`src/rtl/av_config_i2c_responder.sv`:
```
// Write-only I2C target modelling a WM8731-style codec configuration port.
// Oversamples SCL/SDA, decodes addressed 2-byte writes and ACKs through an open-drain enable.

module av_config_i2c_glitch_filter #(
    parameter int FILTER_LEN = 3
) (
    input  logic clk,
    input  logic reset,
    input  logic pin_i,
    output logic level_o,
    output logic rise_o,
    output logic fall_o
);
    localparam logic [3:0] FILT_MAX = 4'(FILTER_LEN - 1);

    logic [1:0] sync_q;
    logic [3:0] cnt_q;
    logic       level_q;
    logic       prev_q;

    // NOTE: sequential state uses non-blocking assignments so every register samples pre-edge values.
    always_ff @(posedge clk) begin
        if (reset) begin
            sync_q  <= 2'b11;
            cnt_q   <= '0;
            level_q <= 1'b1;
            prev_q  <= 1'b1;
        end else begin
            sync_q <= {sync_q[0], pin_i};
            prev_q <= level_q;
            if (sync_q[1] != level_q) begin
                if (cnt_q == FILT_MAX) begin
                    level_q <= sync_q[1];
                    cnt_q   <= '0;
                end else begin
                    cnt_q <= cnt_q + 4'd1;
                end
            end else begin
                cnt_q <= '0;
            end
        end
    end

    assign level_o = level_q;
    assign rise_o  = level_q & ~prev_q;
    assign fall_o  = ~level_q & prev_q;
endmodule

module av_config_i2c_responder #(
    parameter logic [6:0] DEVICE_ADDR = 7'h1A,
    parameter int         FILTER_LEN  = 3
) (
    input  logic       clk,
    input  logic       reset,
    input  logic       scl_in,
    input  logic       sda_in,
    output logic       sda_oe,
    output logic       reg_wr_valid,
    output logic [6:0] reg_wr_addr,
    output logic [8:0] reg_wr_data,
    output logic       busy,
    output logic       frame_error
);
    typedef enum logic [3:0] {
        ST_IDLE, ST_ADDR, ST_ADDR_ACK, ST_BYTE1, ST_ACK1,
        ST_BYTE2, ST_ACK2, ST_EXTRA, ST_IGNORE
    } state_t;

    logic scl_lvl, scl_rise, scl_fall;
    logic sda_lvl, sda_rise, sda_fall;

    av_config_i2c_glitch_filter #(.FILTER_LEN(FILTER_LEN)) u_scl_filt (
        .clk(clk), .reset(reset), .pin_i(scl_in),
        .level_o(scl_lvl), .rise_o(scl_rise), .fall_o(scl_fall)
    );

    av_config_i2c_glitch_filter #(.FILTER_LEN(FILTER_LEN)) u_sda_filt (
        .clk(clk), .reset(reset), .pin_i(sda_in),
        .level_o(sda_lvl), .rise_o(sda_rise), .fall_o(sda_fall)
    );

    state_t     state_q, state_d;
    logic [3:0] bit_cnt_q, bit_cnt_d;
    logic [7:0] shift_q, shift_d;
    logic [7:0] byte1_q, byte1_d;
    logic       sda_oe_q, sda_oe_d;
    logic       valid_q, valid_d;
    logic [6:0] addr_q, addr_d;
    logic [8:0] data_q, data_d;
    logic       busy_q, busy_d;
    logic       err_q, err_d;

    logic       start_det, stop_det;
    logic [7:0] shift_next;

    assign start_det  = sda_fall & scl_lvl;
    assign stop_det   = sda_rise & scl_lvl;
    assign shift_next = {shift_q[6:0], sda_lvl};

    always_ff @(posedge clk) begin
        if (reset) begin
            state_q   <= ST_IDLE;
            bit_cnt_q <= '0;
            shift_q   <= '0;
            byte1_q   <= '0;
            sda_oe_q  <= 1'b0;
            valid_q   <= 1'b0;
            addr_q    <= '0;
            data_q    <= '0;
            busy_q    <= 1'b0;
            err_q     <= 1'b0;
        end else begin
            state_q   <= state_d;
            bit_cnt_q <= bit_cnt_d;
            shift_q   <= shift_d;
            byte1_q   <= byte1_d;
            sda_oe_q  <= sda_oe_d;
            valid_q   <= valid_d;
            addr_q    <= addr_d;
            data_q    <= data_d;
            busy_q    <= busy_d;
            err_q     <= err_d;
        end
    end

    // NOTE: every signal gets a default before the case so no path can infer a latch.
    always_comb begin
        state_d   = state_q;
        bit_cnt_d = bit_cnt_q;
        shift_d   = shift_q;
        byte1_d   = byte1_q;
        sda_oe_d  = sda_oe_q;
        valid_d   = 1'b0;
        addr_d    = addr_q;
        data_d    = data_q;
        busy_d    = busy_q;
        err_d     = 1'b0;

        // Bus conditions override everything, including a pending ACK release.
        if (start_det || stop_det) begin
            if (((state_q == ST_ADDR || state_q == ST_BYTE1 || state_q == ST_BYTE2) && bit_cnt_q != 4'd0) ||
                (busy_q && (state_q == ST_ACK1 || state_q == ST_BYTE2))) begin
                err_d = 1'b1;
            end
            busy_d    = 1'b0;
            sda_oe_d  = 1'b0;
            bit_cnt_d = '0;
            state_d   = start_det ? ST_ADDR : ST_IDLE;
        end else begin
            case (state_q)
                ST_ADDR, ST_BYTE1, ST_BYTE2, ST_EXTRA: begin
                    if (scl_rise) begin
                        shift_d   = shift_next;
                        bit_cnt_d = bit_cnt_q + 4'd1;
                        if (bit_cnt_q == 4'd7) begin
                            case (state_q)
                                ST_ADDR: begin
                                    if (shift_next == {DEVICE_ADDR, 1'b0}) begin
                                        state_d = ST_ADDR_ACK;
                                        busy_d  = 1'b1;
                                    end else begin
                                        state_d = ST_IGNORE;
                                    end
                                end
                                ST_BYTE1: begin
                                    byte1_d = shift_next;
                                    state_d = ST_ACK1;
                                end
                                ST_BYTE2: begin
                                    valid_d = 1'b1;
                                    addr_d  = byte1_q[7:1];
                                    data_d  = {byte1_q[0], shift_next};
                                    state_d = ST_ACK2;
                                end
                                default: state_d = ST_IGNORE;
                            endcase
                        end
                    end
                end
                ST_ADDR_ACK, ST_ACK1, ST_ACK2: begin
                    // First falling edge drives the ACK, the second releases it.
                    if (scl_fall) begin
                        if (!sda_oe_q) begin
                            sda_oe_d = 1'b1;
                        end else begin
                            sda_oe_d  = 1'b0;
                            bit_cnt_d = '0;
                            case (state_q)
                                ST_ADDR_ACK: state_d = ST_BYTE1;
                                ST_ACK1:     state_d = ST_BYTE2;
                                default:     state_d = ST_EXTRA;
                            endcase
                        end
                    end
                end
                default: ;
            endcase
        end
    end

    assign sda_oe       = sda_oe_q;
    assign reg_wr_valid = valid_q;
    assign reg_wr_addr  = addr_q;
    assign reg_wr_data  = data_q;
    assign busy         = busy_q;
    assign frame_error  = err_q;
endmodule

```
`config.mk`:
```
export PLATFORM = sky130hd
export DESIGN_NAME = av_config_i2c_responder
export DESIGN_NICKNAME = d
export VERILOG_FILES = /design/src/rtl/av_config_i2c_responder.sv
export SDC_FILE = /design/constraint.sdc
export NUM_CORES = 1
export LEC_CHECK = 0
export CAP_MARGIN = 40
export CORE_MARGIN = 1
export CORE_UTILIZATION = 35
export DETAILED_ROUTE_END_ITERATION = 8
export PLACE_DENSITY = 0.59
export RECOVER_POWER = 50
export SLEW_MARGIN = 20
export SYNTH_ARGS = -nofsm -noshare
export SYNTH_HDL_FRONTEND = slang
export SYNTH_SLANG_ARGS = --single-unit
```
`constraint.sdc`:
```
create_clock -name clk -period 5 [get_ports clk]
set_input_delay 1.5 -clock clk [delete_from_list [all_inputs] [get_ports clk]]
set_output_delay 1.5 -clock clk [all_outputs]
set_load 0.05 [all_outputs]
```
### Word-level counts from Yosys, hierarchy flattened

Cells that the tools add are included.

| cells by class | value |
|---|---|
| add/subtract/negate cells | 3 |
| equality and inequality tests | 20 |
| muxes and demuxes | 17 |
| bitwise operators | 16 |
| reduce and logical (&&, ||, !) cells | 26 |

Operators with widths:

| kind | number |
|---|---|
| $mux W4 | 9 |
| $eq A4 B3 Y1 const B | 5 |
| $reduce_and A5 Y1 | 4 |
| $eq A4 B2 Y1 const B | 4 |
| $pmux W4 S2 | 2 |
| $add A4 B1 Y4 const B | 3 |
| $ne A3 B3 Y1 const B | 4 |
| $pmux W4 S3 | 1 |
| $not A1 Y1 | 10 |
| $reduce_or A3 Y1 | 3 |
| $eq A8 B6 Y1 const B | 1 |
| $and A1 B1 Y1 | 6 |
| $ne A2 B2 Y1 const B | 3 |
| $pmux W3 S2 | 1 |
| $reduce_and A2 Y1 | 3 |
| $logic_or A1 B1 Y1 | 5 |
| $reduce_or A5 Y1 | 1 |
| $eq A4 B1 Y1 const B | 1 |
| $mux W1 | 4 |
| $reduce_and A4 Y1 | 1 |
| $reduce_bool A4 Y1 | 1 |
| $reduce_or A2 Y1 | 2 |
| $reduce_or A4 Y1 | 1 |
| $reduce_and A3 Y1 | 1 |
| 4 further kinds | 6 |

| word-level totals | value |
|---|---|
| bits in registers | 59 |
| input bits | 4 |
| output and inout port bits | 20 |
| logic and storage cells | 100 |

### Depth between registers and ports, before layout

Gate-level depths: netlist of the first run.

| depth | value |
|---|---|
| depth after elaboration | 7 |
| gate-level depth with buffers | 6 |
| mapped depth without buffers | 5 |

### Modules after synthesis

A second synthesis of the first run with hierarchy kept.

| unflattened totals | value |
|---|---|
| cell total of the unflattened synthesis | 252 |
| area, all modules | 2,476.1 µm² |

By module, submodules not included:

| module | times used | cells each | area an instance (µm²) | sequential area each (µm²) |
|---|---|---|---|---|
| av_config_i2c_responder | 1 | 194 | 1,878.1 | 860.8 |
| av_config_i2c_glitch_filter | 2 | 29 | 299.0 | 160.2 |

### Least setup slack after synthesis of the first run

Ideal clock, no wire load.

| timing | value |
|---|---|
| kind | input to register |
| start point | input reset |
| end point | register u_scl_filt.sync_q[0] |
| library setup time | 0.123 ns |
| arrival | 2.118 ns |
| data required time | 4.877 ns |
| slack | 2.759 ns |
| cell stages on the path | 3 |
| path buffers | 2 |
| cell sequence | clkbuf_1 > clkbuf_1 > or2_2 |

RTL lines:

| what | RTL line | RTL |
|---|---|---|
| start, declared | 54 | `input logic reset,` |
| end signal, assigned | 29 | `sync_q <= {sync_q[0], pin_i};` |
| end, declared | 16 | `logic [1:0] sync_q;` |

No word-level cell between the ends.

### Worst setup path in the final report of the first run

| timing | value |
|---|---|
| start point | input reset |
| end point | register u_sda_filt.cnt_q[3] |

| between the ends | value |
|---|---|
| cells in the longest elaborated chain, start to end | 1 |

RTL lines:

| what | RTL line | RTL |
|---|---|---|
| $reduce_or A3 Y1 (no line) | - |  |
| end signal, assigned | 36 | `cnt_q <= cnt_q + 4'd1;` |
| end, declared | 17 | `logic [3:0] cnt_q;` |

No other way between the ends.
A chain may end at the register's enable or synchronous reset.

==> results of run 1 <==
==> cell usage in the layout, fill, tap and decap left out, types with 6 or more instances in the layout <==
cell and count:
or2_2 8, clkdlybuf4s50_1 22, dfxtp_1 59, mux2i_1 30
ha_1 6, nand2_1 8, inv_1 7, a21oi_1 7
nor2_1 46, clkbuf_8 10
==> layout make-up <==
type	instances	area [sq um]
Clock inverter	4	73.82
Multi-Input combinational cell	171	1199
Fill cell	708	3837
Clock buffer	12	145.1
Tap cell	96	120.1
Timing Repair Buffer	26	249.0
Sequential cell	59	1181
Inverter	7	26.28
==> sequential cells by signal (all words and copies together), names as in the netlist <==
name and flops:
reg_wr_data 9, byte1_q 8, reg_wr_addr 7, shift_q 7, bit_cnt_q 4, state_q 4, u_scl_filt.cnt_q 4, u_sda_filt.cnt_q 4
u_scl_filt.sync_q 2, u_sda_filt.sync_q 2, busy 1, frame_error 1, reg_wr_valid 1, sda_oe 1, u_scl_filt.level_o 1, u_scl_filt.prev_q 1
u_sda_filt.level_o 1, u_sda_filt.prev_q 1
==> cell usage after synthesis (2+ instances only) <==
master     count
a211oi_1       2
nor2_1        46
a2111oi_0      2
dfxtp_1       59
nor3b_1        2
o21bai_1       2
nor2b_1        4
a211o_1        3
a21o_1         2
a21oi_1        7
nand2b_1       4
nand3b_1       2
buf_2          3
a31oi_1        2
nand2_1        8
inv_1          7
mux2i_1       30
o21ai_0        5
nand4_1        2
or3_1          2
xnor2_1        4
ha_1           6
nor3_1         4
or2_2          8
nand3_1        4
xor2_1         4
clkbuf_1       8
==> worst paths after layout <==
check                          to                  from  slack (ns)  depth (start not counted)
max           u_sda_filt.cnt_q[3]                 reset        1.52                          4
min          u_scl_filt.sync_q[1]  u_scl_filt.sync_q[0]        0.41                          1
max reg2reg            byte1_q[7]    u_scl_filt.level_o        2.76                          4
min reg2reg  u_scl_filt.sync_q[1]  u_scl_filt.sync_q[0]        0.41                          1
==> cells by family after synthesis <==
group                      synth area share
DFF                                  0.4753
and+or+nand+nor                      0.2070
xor gates and xnor gates            0.03927
buffers and inverters               0.04230
adders and majority gates           0.03021
muxes                                0.1208
AOI/OAI and AO/OA                   0.08509
==> through the flow <==
step	cells	instance area, sq um	setup WS, ns
5_1_grt	375	2994	1.346
4_1_cts	375	2998	1.938
3_5_place_dp	359	2779	1.953
2_1_floorplan	251	2485	2.759
6_report	375	2994	1.522
3_3_place_gp	359	2779	1.994
==> metal layers <==
metal | vias to the layer above | part of all wire | track usage
li1 | 907 | - | -
met1 | 832 | 0.49 | 0.1799
met2 | 25 | 0.45 | 0.1970
met3 | 8 | 0.044 | 0.05810
met4 | 0 | 0.016 | 0.06364
met5 | - | 0 | 0
==> power groups by stage <==
stage | sequential [mW] | combinational, mW | clock [mW]
after global routing | 0.474 | 0.0155 | 0.512
after global placement | 0.484 | 0.0145 | 0
after detailed placement | 0.484 | 0.0146 | 0
final | 0.474 | 0.0138 | 0.476
after CTS | 0.474 | 0.0147 | 0.492
after floorplan | 0.484 | 0.0103 | 0
==> flow_summary.yaml, run 1 <==
power_and_ir_drop:
  p_switching_uw: 191.4
  leakage_nw: 1.058
  switching_share: 0.1987
  peakVddDrop_mv: 0.2441
  intPower_uw: 771.9
  seqPwrFrac: 0.492
  power_density_mw_per_mm2: 321.7
  finalPower_uw: 963.3
  power_frac_comb: 0.014
  clock_power_share: 0.494
timing:
  finClkSkew_ns: 0.008884
  max_slew.worst_pin.slew_ns: 1.486
  min_period_ns: 3.478
  holdWs_ns: 0.4073
  rsz0062_at_grt: "no"
  slew-limit-headroom: 0.009617
  period_share: 0.6956
  slew_violations: 0
  fin_setup_tns_ns: 0
  setup_viol: 0
  finalHoldViolCount: 0
  fmaxAchievable_mhz: 287.5
global_routing:
  grt_max_degree: 39
  grt.overflow.total: 0
  grt_pass1_vias: 1624
  antenna_found_initial: 0
  grt_pass1_wl_mm: 7.803
  grt_usage: 0.1379
yosys:
  ys_top_cells_by_area: "dfxtp_1 48%, mux2i_1 12%, nor2_1 6.9%"
  async_flop_share: 0
  synth_nets: 261
  netlist_area_sq_mm: 0.002485
  synth_edf_count: 0
  synthDistinctLibCells: 46
  synth_seq_area_share: 0.4753
  ys.warnings.count: 0
  synth-main-ff-cell: "dfxtp_1"
  synth_area_per_cell_sq_um: 9.900
  yosysTopAreaCell: "dfxtp_1"
  synth_seq_cells: 59
  synth_cells: 251
  netlist.area_leader.share: 0.4753
final_layout:
  syn_to_final_growth_pct: 20.49
  diodes: 0
  num-nets-final: 284
  drive_gt1_frac: 0.1039
  fin_util: 0.4383
setup_path:
  cp_num_buf_inv: 2
  crit_slowest_cell: "clkbuf_1"
  critPathMaxFanout: 38
  critPathMaxStageDelay_ns: 1.12
  cpLargestDelayFamily: "buffers and inverters"
  path_class: "in2reg"
  cp.arrival_ns: 3.71
  crit_path_end_kind: "flip-flop"
  cp-start-kind: "input port"
  path_cells: "dlygate4sd3_1, clkbuf_1, or3_1, nor2_1"
  worstPathRequired_ns: 5.23
clocking:
  clk_latency_ns: 0.34
  root_buffer: "clkbuf_8"
  hold_buffers: 0
  cts.clk_slew.worst_paths_ns: 0.06
  htree_levels: 3
  cts_tree: "done"
  post_cts_buffers: 0
  cts_buffers: 9
  clock_path_buffers: 2
  cts_sinks: 59
  ctsResizeCount: 0
placement:
  place.detailed.hpwl_mm: 3.024
  portBuffers: 23
  gp_congestion: 0.7380
detailed_routing:
  num_vias: 1772
  post_drt_wl_per_cell_um: 12.17
  drtPass1Iterations: 4
  viasPerCell: 4.725
  ant_nets: 0
  drc: 0
  drt-initial-drc-count: 54
  drt_wl_total_mm: 4.563
floorplanning:
  die_area_sq_mm: 0.007441
  die_h_um: 86.26
  rows: 30
  pin_count: 24
  initial_core_util: 0.3637
  fp.dieW_um: 86.26
  coreArea_sq_mm: 0.006832
status:
  outcome: "complete, no violations"
flow_run:
  cap_violations: 0
worst_hold_path:
  hp-class: "reg2reg"
Power figures use the tool's default switching activity.
==> run 2: changes to the inputs <==
Clock period 5 ns to 3.4 ns, I/O delays scaled along.
==> flow_summary.yaml, run 2 (synthesis gave the netlist of run 1 again) <==
status:
  outcome: "complete, no violations"
setup_path:
  cp.depth: 3
  cp_num_buf_inv: 2
  cpLargestDelayFamily: "buffers and inverters"
  critPathMaxFanout: 32
  critPathMaxStageDelay_ns: 1.00
  path_class: "in2reg"
  path_cells: "dlygate4sd3_1, clkbuf_1, or2_2"
  crit_slowest_cell: "clkbuf_1"
  cp-start-kind: "input port"
  cp.arrival_ns: 3.10
  worstPathRequired_ns: 3.68
  reg2regPathDepth: 6
  crit_path_end_kind: "flip-flop"
global_routing:
  grt_usage: 0.1364
  grt_pass1_vias: 1602
  grt.overflow.total: 0
  grt_pass1_wl_mm: 7.700
  grt_max_degree: 33
  antenna_found_initial: 0
final_layout:
  largest_reg_flops: 9
  final_common_cell: "dfxtp_1"
  syn_to_final_growth_pct: 19.79
  num-nets-final: 284
  multiInputGateArea_sq_mm: 0.001199
  regArea_sq_mm: 0.001181
  final_cell_mix: "59 x dfxtp_1, 46 x nor2_1, 30 x mux2i_1, 22 x clkdlybuf4s50_1, 11 x clkbuf_8"
  fillers: 715
  drive_gt1_frac: 0.1079
  diodes: 0
timing:
  rsz0062_at_grt: "no"
  min_period_ns: 2.823
  finalHoldViolCount: 0
  slew-limit-headroom: 0.1339
  setup_viol: 0
  period_share: 0.8302
  max_slew.worst_pin.slew_ns: 1.299
  slew_violations: 0
  finClkSkew_ns: 0.009106
  finalWorstSetupSlack_ns: 0.5772
  fmaxAchievable_mhz: 354.3
  fin_setup_tns_ns: 0
floorplanning:
  rows: 30
  fp.dieW_um: 86.26
  pin_count: 24
  initial_core_util: 0.3637
  coreArea_sq_mm: 0.006832
  die_h_um: 86.26
  die_area_sq_mm: 0.007441
worst_hold_path:
  hold_depth: 1
  hp-class: "reg2reg"
placement:
  portBuffers: 23
  place.detailed.hpwl_mm: 2.995
  gp_congestion: 0.7680
  place_ws_ns: 0.9639
clocking:
  cts_sinks: 59
  post_cts_buffers: 0
  cts_tree: "done"
  htree_levels: 3
  root_buffer: "clkbuf_8"
  hold_buffers: 0
  cts_buffers: 9
  cts.clk_slew.worst_paths_ns: 0.07
  ctsResizeCount: 0
  clk_latency_ns: 0.34
  clock_path_buffers: 2
detailed_routing:
  drc: 0
  ant_nets: 0
  post_drt_wl_per_cell_um: 12.30
  num_vias: 1774
  drtPass1Iterations: 4
  drt_wl_total_mm: 4.601
  drt-initial-drc-count: 97
  viasPerCell: 4.743
power_and_ir_drop:
  leakage_nw: 1.044
  peakVddDrop_mv: 0.3392
  power_density_mw_per_mm2: 458.0
flow_run:
  cap_violations: 0
run 2: cell types whose count changed in the layout (fill, tap and decap cells not counted):
cell,delta
bufinv_16,-1
and2_0,+1
clkinv_4,-1
and2_1,-1
clkinvlp_4,+2
clkbuf_1,-2
clkbuf_8,+1
run 2: worst register-to-register path, cell delays in order (launching register included):
cell       delay (ns)
dfxtp_1          0.38
ha_1             0.27
nand3b_1         0.27
a2111oi_4        0.54
buf_4            0.35
mux2i_1          0.22
nor2_1           0.06
run 2: final timing paths:
check	startpoint	to	slack [ns]
hold reg to reg	u_sda_filt.sync_q[0]	u_sda_filt.sync_q[1]	0.40
hold / removal	u_sda_filt.sync_q[0]	u_sda_filt.sync_q[1]	0.40
setup / recovery	reset	u_sda_filt.prev_q	0.58
setup reg to reg	bit_cnt_q[0]	reg_wr_data[1]	1.15
run 2: layer usage:
layer | up-vias | GRT usage | wire [um]
met5 | - | 0 | 0
met4 | 0 | 0.08333 | 88
met3 | 8 | 0.04286 | 177
met2 | 34 | 0.1991 | 2020
met1 | 827 | 0.1755 | 2315
li1 | 905 | - | -
run 2: per-stage QoR:
stage          hold slack (ns)  utilization  instance area, sq um  cells  power (mW)
2_1_floorplan           0.3895            -                  2485    251      0.7265
3_3_place_gp            0.3996       0.4068                  2779    359      0.7338
3_5_place_dp            0.3930       0.4068                  2779    359      0.7338
4_1_cts                 0.4109       0.4363                  2980    374       1.382
5_1_grt                 0.4156       0.4357                  2977    374       1.412
6_report                0.4030       0.4357                  2977    374       1.363
run 2: power by group:
group / switching, mW / total [mW] / internal (mW)
clock: 0.273 / 0.646 / 0.373
sequential: 0.00248 / 0.697 / 0.694
combinational: 0.0130 / 0.0206 / 0.00760
total: 0.289 / 1.36 / 1.07
run 2: layout make-up:
class / instances / area share
Clock buffer: 11 / 0.05086
Sequential cell: 59 / 0.3968
Clock inverter: 4 / 0.01681
Multi-Input combinational cell: 171 / 0.4027
Tap cell: 96 / 0.04035
Timing Repair Buffer: 26 / 0.08365
Inverter: 7 / 0.008827
==> run 3: changes to the inputs <==
Settings changed: PLACE_DENSITY 0.59 to 0.61.
Clock period 3.4 ns to 2.5 ns, I/O delays scaled along.
==> flow_summary.yaml, run 3 (synthesis gave the netlist of run 1 again) <==
clocking:
  clock_path_buffers: 2
  clk_latency_ns: 0.34
  cts_tree: "done"
  hold_buffers: 0
  post_cts_buffers: 0
  root_buffer: "clkbuf_8"
  cts.clk_slew.worst_paths_ns: 0.06
  cts_sinks: 59
  htree_levels: 3
  cts_buffers: 9
  ctsResizeCount: 0
detailed_routing:
  post_drt_wl_per_cell_um: 12.70
  drtPass1Iterations: 4
  viasPerCell: 4.762
  drc: 0
  drt_wl_total_mm: 4.801
  drt-initial-drc-count: 162
  ant_nets: 0
  num_vias: 1800
final_layout:
  syn_to_final_growth_pct: 19.39
  diodes: 0
  final_cell_mix: "59 x dfxtp_1, 46 x nor2_1, 30 x mux2i_1, 22 x clkdlybuf4s50_1, 10 x clkbuf_8"
  drive_gt1_frac: 0.1135
  num-nets-final: 287
  final_common_cell: "dfxtp_1"
  regArea_sq_mm: 0.001181
  multiInputGateArea_sq_mm: 0.001199
  stdcell_count: 378
  fillers: 704
  largest_reg_flops: 9
floorplanning:
  rows: 30
  pin_count: 24
  initial_core_util: 0.3637
  die_h_um: 86.26
  coreArea_sq_mm: 0.006832
  die_area_sq_mm: 0.007441
  fp.dieW_um: 86.26
timing:
  setup_viol: 0
  rsz0062_at_grt: "no"
  slew-limit-headroom: 0.5457
  finalWorstSetupSlack_ns: 0.1962
  finClkSkew_ns: 0.009991
  finalHoldViolCount: 0
  slew_violations: 0
  fin_setup_tns_ns: 0
  fmaxAchievable_mhz: 434.1
  min_period_ns: 2.304
  period_share: 0.9215
  holdWs_ns: 0.4113
  max_slew.worst_pin.slew_ns: 0.6815
setup_path:
  cp-startpoint: "sda_oe"
  cp.arrival_ns: 1.55
  cpLargestDelayFamily: "buffers and inverters"
  crit_path_end_kind: "primary output"
  cp-start-kind: "flip-flop"
  r2r_start: "bit_cnt_q[0]"
  cp.depth: 1
  rrSetupSlack_ns: 0.50
  reg2regPathDepth: 6
  critPathMaxStageDelay_ns: 0.83
  regToRegEndpoint: "reg_wr_data[8]"
  path_cells: "clkdlybuf4s50_1"
  worstPathRequired_ns: 1.75
  crit_slowest_cell: "clkdlybuf4s50_1"
  cp_num_buf_inv: 1
  critPathMaxFanout: 4
  path_class: "reg2out"
  critPathCapture: "sda_oe"
power_and_ir_drop:
  clock_power_share: 0.433
  power_density_mw_per_mm2: 580.4
  switching_share: 0.2218
  power_frac_comb: 0.017
  seqPwrFrac: 0.550
  p_switching_uw: 381.9
  peakVddDrop_mv: 0.3297
  leakage_nw: 1.046
  intPower_mw: 1.340
  finalPower_mw: 1.722
status:
  outcome: "complete, no violations"
global_routing:
  grt_pass1_vias: 1692
  antenna_found_initial: 0
  grt.overflow.total: 0
  grt_pass1_wl_mm: 8.052
  grt_usage: 0.1425
  grt_max_degree: 37
placement:
  gp_congestion: 0.7813
  place_ws_ns: 0.4202
  dp_cells: 362
  place.detailed.hpwl_mm: 3.172
  portBuffers: 23
flow_run:
  cap_violations: 0
worst_hold_path:
  hp-class: "reg2reg"
  hold_depth: 1
run 3: per-layer routing:
metal  routed length, um  track usage  share of wire  up-vias
met5                   0            0              0        -
met4                  78      0.09545          0.016        0
met3                 243      0.03524          0.051        7
met2                2194       0.2179           0.46       43
met1                2285       0.1780           0.48      838
li1                    -            -              -      912
run 3: worst min-delay path by stage:
stage                    startpoint                   end
5_1_grt        u_sda_filt.sync_q[0]  u_sda_filt.sync_q[1]
2_1_floorplan  u_scl_filt.sync_q[0]  u_scl_filt.sync_q[1]
3_5_place_dp   u_sda_filt.sync_q[0]  u_sda_filt.sync_q[1]
4_1_cts        u_sda_filt.sync_q[0]  u_sda_filt.sync_q[1]
3_3_place_gp   u_sda_filt.sync_q[0]  u_sda_filt.sync_q[1]
6_report       u_sda_filt.sync_q[0]  u_sda_filt.sync_q[1]
run 3: metrics by stage:
stage | util | cell area (sq um)
4_1_cts | 0.4370 | 2985
3_3_place_gp | 0.4119 | 2814
3_5_place_dp | 0.4119 | 2814
6_report | 0.4342 | 2967
5_1_grt | 0.4342 | 2967
2_1_floorplan | - | 2485
run 3: power by group through the flow:
| stage | sequential [mW] | combinational [mW] | clock [mW] |
|---|---|---|---|
| after floorplan | 0.967 | 0.0206 | 0 |
| after global placement | 0.968 | 0.0316 | 0 |
| after detailed placement | 0.968 | 0.0322 | 0 |
| after CTS | 0.947 | 0.0326 | 0.769 |
| after global routing | 0.947 | 0.0321 | 0.805 |
| final | 0.947 | 0.0286 | 0.746 |
run 3: final cells by class:
type                       count  area share
clock inverter                 4    0.008857
tap                           96     0.04049
inverter                       7    0.008857
timing repair buffer          29     0.09068
sequential                    59      0.3981
clock buffer                  12     0.04892
multi-input combinational    171      0.4040
